<file path="config.mk">
export PLATFORM = sky130hd
export DESIGN_NAME = pulse_stretch
export DESIGN_NICKNAME = d
export VERILOG_FILES = /design/src/rtl/pulse_stretch.sv
export SDC_FILE = /design/constraint.sdc
export NUM_CORES = 1
export LEC_CHECK = 0
export BUFFER_PORTS_ARGS = -buffer_cell sky130_fd_sc_hd__buf_2
export CORE_UTILIZATION = 54
export CTS_BUF_LIST = sky130_fd_sc_hd__clkbuf_4 sky130_fd_sc_hd__clkbuf_8 sky130_fd_sc_hd__clkbuf_16
export CTS_CLUSTER_SIZE = 14
export DETAILED_ROUTE_END_ITERATION = 16
export HOLD_SLACK_MARGIN = 0.12
export PLACE_DENSITY = 0.83
export SYNTH_ARGS = -nofsm -noshare
export SYNTH_HDL_FRONTEND = slang
export SYNTH_SLANG_ARGS = --single-unit
</file>
<file path="constraint.sdc">
create_clock -name i_clk -period 2.85 [get_ports i_clk]
set_input_delay 0.285 -clock i_clk [delete_from_list [all_inputs] [get_ports i_clk]]
set_output_delay 0.285 -clock i_clk [all_outputs]
set_load 0.03 [all_outputs]
</file>
<file path="src/rtl/pulse_stretch.sv">
// Per-channel pulse stretcher: turns single-cycle strobes into level windows of i_len cycles.
// Define PULSE_STRETCH_RETRIGGER_EN to let triggers mid-window restart the window.
module pulse_stretch #(
  parameter int WIDTH = 1,
  parameter int CNT_W = 16
) (
  input  logic             i_clk,
  input  logic             i_rst_n,
  input  logic [WIDTH-1:0] i_pulse_in,
  input  logic [CNT_W-1:0] i_len,
  output logic [WIDTH-1:0] o_level_out,
  output logic [WIDTH-1:0] o_busy,
  output logic [WIDTH-1:0] o_done
);

  typedef enum logic {
    IDLE   = 1'b0,
    ACTIVE = 1'b1
  } state_t;

`ifdef PULSE_STRETCH_RETRIGGER_EN
  localparam bit RETRIGGER = 1'b1;
`else
  localparam bit RETRIGGER = 1'b0;
`endif

  localparam logic [CNT_W-1:0] CNT_ONE = CNT_W'(1);

  logic len_nonzero;
  assign len_nonzero = (i_len != '0);

  for (genvar k = 0; k < WIDTH; k++) begin : g_ch
    state_t           state_q, state_d;
    logic [CNT_W-1:0] cnt_q, cnt_d;
    logic             done_q, done_d;
    logic             trig;
    logic             last_cycle;

    assign trig       = i_pulse_in[k] && len_nonzero;
    assign last_cycle = (cnt_q == CNT_ONE);

    always_ff @(posedge i_clk or negedge i_rst_n) begin
      if (!i_rst_n) begin
        state_q <= IDLE;
        cnt_q   <= '0;
        done_q  <= 1'b0;
      end else begin
        state_q <= state_d;
        cnt_q   <= cnt_d;
        done_q  <= done_d;
      end
    end

    // A trigger in the final active cycle always merges into the next window.
    always_comb begin
      state_d = state_q;
      cnt_d   = cnt_q;
      done_d  = 1'b0;
      case (state_q)
        IDLE: begin
          if (trig) begin
            state_d = ACTIVE;
            cnt_d   = i_len;
          end
        end
        ACTIVE: begin
          if (trig && (last_cycle || RETRIGGER)) begin
            cnt_d = i_len;
          end else if (last_cycle) begin
            state_d = IDLE;
            cnt_d   = '0;
            done_d  = 1'b1;
          end else begin
            cnt_d = cnt_q - CNT_ONE;
          end
        end
        default: begin
          state_d = IDLE;
          cnt_d   = '0;
        end
      endcase
    end

    assign o_level_out[k] = (state_q == ACTIVE);
    assign o_busy[k]      = (state_q == ACTIVE);
    assign o_done[k]      = done_q;
  end

endmodule
</file>
* Word level (Yosys, flattened, before mapping) *
Index checks and enable logic that the tools add are counted.

cells by class
  bitwise operators = 1
  multiplexer cells = 11
  reductions and logical operators = 3
  add/subtract/negate cells = 1
  equality and inequality tests = 2

operators with widths
  operator                                              count
  two-way mux 16 bit                                    3
  case mux 16 bit (2 select lines)                      1
  equality test 16 x 1 -> 1 bit, second input constant  1
  nonzero test 16 bit                                   1
  subtractor 16 x 1 -> 16 bit, second input constant    1
  two-way mux 1 bit                                     6
  logical AND 1 bit                                     2
  != test 2 bit, second input constant                  1
  case mux 1 bit (2 select lines)                       1
  NOT 1 bit                                             1

word-level totals
  word-level logic and storage cells = 21
  bits of input ports = 19
  register bits after elaboration = 18
  output and inout bits = 3

* Depth between registers and ports, before layout *
  depth in word-level cells = 5
  mapped depth = 8
  gate-level depth less buffers = 7

* Least setup slack after synthesis *
No wires, ideal clock.

  path kind = register to register
  start point = register g_ch[0].cnt_q[1]
  end point = register g_ch[0].cnt_q[4]
  path buffers = 1
  setup slack = 837 ps
  clock period less this slack = 2,013 ps
  library setup time = 126 ps
  data arrival time = 1,887 ps
  data required time = 2,724 ps
  cell stages (with the launch flop) = 9
  cells stage by stage = dfrtp_1 -> inv_1 -> ha_1 -> nor4b_1 -> nand4_1 -> nand2_1 -> buf_2 -> nor3_1 -> a221o_1

on the way
  word-level cells in the longest chain between the ends = 4
  elaborated cells on any way between the ends = 6
  classes of those cells = add/sub (1); eq/ne (1); mux (3); reduce/logical (1)

RTL lines
  what                                                                                 line    RTL
  from (decl)                                                                          34      logic [CNT_W-1:0] cnt_q, cnt_d;
  from (signal assigned)                                                               49      cnt_q <= cnt_d;
  subtractor 16 x 1 -> 16 bit / equality test 16 x 1 -> 1 bit (equally long branches)  74, 40
  two-way mux 16 bit / logical AND 1 bit (equally long branches)                       69, 67
  two-way mux 16 bit (*)                                                               67      if (trig && (last_cycle || RETRIGGER)) begin
  case mux 16 bit (2 select lines) (*)                                                 59      case (state_q)

Mark *: on every way between the ends. The rest lies on a longest branch, timed or not.
A chain may end at the register's enable or synchronous reset.

* Final worst setup path *
  start point = register g_ch[0].cnt_q[1]
  end point = register g_ch[0].cnt_q[10]

Same word-level chain as after synthesis.

==> out/metrics.csv <==
metric,value,unit
post-synthesis cell type count,42,
"commonest non-fill, non-tap cell in the layout",buf_2,
post_cts resized,0,
pwr dens,473,nW/um^2
Routability Congestion,0.967,
RSZ-0062 raised after global routing,no,
CORE AREA,1980,sq um
"CP delay by family, top",simple AND/OR/NAND/NOR gates,
via/cell ratio,6.59,
syn_nets,145,
DP Wirelength,2210,um
Max-cap violations,0,
part of the power in combinational logic,0.164,
Slew Limit Headroom,0.572,
Crit path largest cell delay,0.47,ns
Pre-Repair DR Iteration Count,6,
Syn Area/Cell,9.25,sq um
Yosys Warn Count,0,
die area,2310,sq um
synthesized area,1150,sq um
Critical path origin,g_ch[0].cnt_q[1]$_DFFE_PN0P_,
First DRT Iteration DRCs,57,
Sw Pwr,0.000193,W
All-Layer GR Usage,0.281,
Worst Path Required,3.05,ns
DR vias,1134,
nets,167,
sequential share of power,0.572,
"Area growth, synth to finish",13.6,%
Post-Layout Cell Count,172,
clock skew,0.00179,ns
Rows,16,
CTS Hold Bufs,1,
Setup crit end kind,flop,
hold crit path type,input pin to flop,
synthesized flop and latch total,18,
switching share of power,0.313,
"Reg clk slew, reported paths",0.10,ns
register area share after synthesis,0.393,
fin crit period,2.42,ns
Inserted Diodes,0,
Die H,48.1,um
Clk network pwr share,0.264,
Pint,0.000424,W
Final Setup Violations,0,
first-pass GRT wire length,4390,um
TritonCTS clock tree,done,
port bufs,21,
Worst R2R Start,g_ch[0].cnt_q[1]$_DFFE_PN0P_,
most frequent cells in the layout,"buf_2 (21), dfrtp_1 (18), o21ai_0 (11)",
initial antenna violation count,0,
worst slew pin tran,0.642,ns
worst path cell trace,"inv_1, ha_1, nor4b_1, nand4_1, nand2_1, o21ai_0, a221o_1",
VDD IR max,0.435,mV
Starting Density,0.579,
Most used DFF post-synth,dfrtp_1,
crit path DAT,2.62,ns
Cells after DPL,167,
DRT Wirelength,2920,um
Leak,0.517,nW
# IOs,22,
final period utilization,0.850,
pin count of the biggest net entering global routing,19,
clk_lat worst skew,0.30,ns
CTS max path bufs,2,
DR DRC count,0,
Hold Path Origin,i_len[6],
Syn Inst Count,124,
layout cell share with drive strength beyond 1,0.221,
H-tree lvl count,1,
fmax,0.413,GHz
worst path bufs/invs,1,
max-slew violation count,0,
FF-to-FF setup slack,0.43,ns
CP Launch Type,flop,
Crit Path Class,flop to flop,
Antenna Nets Post-Route,0,
Chip Width,48.1,um
status,completed,
GRT Residual Overflow,0,
"EDFF count, synth",0,
Critical-path top delay cell,nand2_1,
WL/cell,17.0,um
Sink Count,18,
clk root buf,clkbuf_4,
number of setup buffers added after CTS,0,
TNS Setup,0,ns
fraction of registers with async set/reset,1.00,
# fillers,163,
Hold Fails Final Rpt,0,
TritonCTS Buffers,3,
CP max FO,17,
vias in the first global route,966,
power groups by stage:
stage	clock (W)	sequential (W)	combinational, W
after floorplan	0	0.000330	0.0000799
after global placement	0	0.000353	0.0000964
after detailed placement	0	0.000356	0.000100
after CTS	0.000161	0.000352	0.000102
after global routing	0.000180	0.000360	0.000114
final	0.000163	0.000353	0.000101
worst paths after layout:
kind                                            endpoint  cells past startpoint
setup / recovery           g_ch[0].cnt_q[10]$_DFFE_PN0P_                      7
hold / removal              g_ch[0].cnt_q[6]$_DFFE_PN0P_                      2
setup reg to reg           g_ch[0].cnt_q[10]$_DFFE_PN0P_                      7
hold reg to reg            g_ch[0].cnt_q[13]$_DFFE_PN0P_                      1
max in group asynchronous   g_ch[0].cnt_q[7]$_DFFE_PN0P_                      2
min in group asynchronous   g_ch[0].cnt_q[6]$_DFFE_PN0P_                      2
registers in the layout, summed over array words and instances (netlist names):
register,cells
g_ch.cnt_q,16
o_busy,1
o_done,1
synthesized netlist by cell type, types with 2 or more instances:
cell type / n / area [sq um]
nor2_1: 5 / 18.8
nor4_1: 5 / 31.3
or4_1: 5 / 37.5
a32oi_1: 2 / 17.5
buf_2: 2 / 10.0
nor4b_1: 2 / 17.5
dfrtp_1: 18 / 450
ha_1: 2 / 25.0
nor3b_1: 2 / 15.0
o21ai_0: 11 / 55.1
nor3_1: 9 / 45.0
clkbuf_1: 2 / 7.51
nand2_1: 10 / 37.5
inv_1: 5 / 18.8
a22oi_1: 4 / 30.0
or4_4: 2 / 22.5
nand3_1: 6 / 30.0
a21oi_1: 2 / 10.0
a221o_1: 6 / 60.1
or3_1: 2 / 12.5
through the flow:
stage | hold WS, ns | instance area, sq um | utilization | setup slack [ns] | power, W
after floorplan | -0.0106 | 1150 | - | 0.837 | 0.000410
after global placement | 0.229 | 1260 | 0.634 | 0.561 | 0.000450
after detailed placement | 0.238 | 1260 | 0.634 | 0.447 | 0.000456
after CTS | 0.221 | 1300 | 0.658 | 0.424 | 0.000614
after global routing | 0.219 | 1300 | 0.658 | 0.155 | 0.000654
final | 0.219 | 1300 | 0.658 | 0.427 | 0.000617
routing by layer:
metal	GRT usage	part of all wire
met2	0.438	0.47
met3	0.0333	0.079
met5	0	0
met1	0.391	0.43
met4	0.128	0.016
layout make-up:
class / instances / area (sq um) / share of cell area
Clock buffer: 4 / 36.3 / 0.0278
Sequential cell: 18 / 450 / 0.345
Inverter: 5 / 18.8 / 0.0144
Tap cell: 27 / 33.8 / 0.0259
Multi-Input combinational cell: 95 / 642 / 0.492
Timing Repair Buffer: 23 / 123 / 0.0941
kinds of logic (layout without fill, tap and decap cells):
kind of cell,count (synthesis),count (layout),synth area share
AO/OA/AOI/OAI,37,37,0.251
XOR/XNOR,1,1,0.00763
adder cells (fa/ha/maj),2,2,0.0218
buffers and inverters,11,32,0.0480
flip-flops,18,18,0.393
multiplexers,1,1,0.00872
AND/OR/NAND/NOR,54,54,0.270
(Power assumes the default switching activity.)
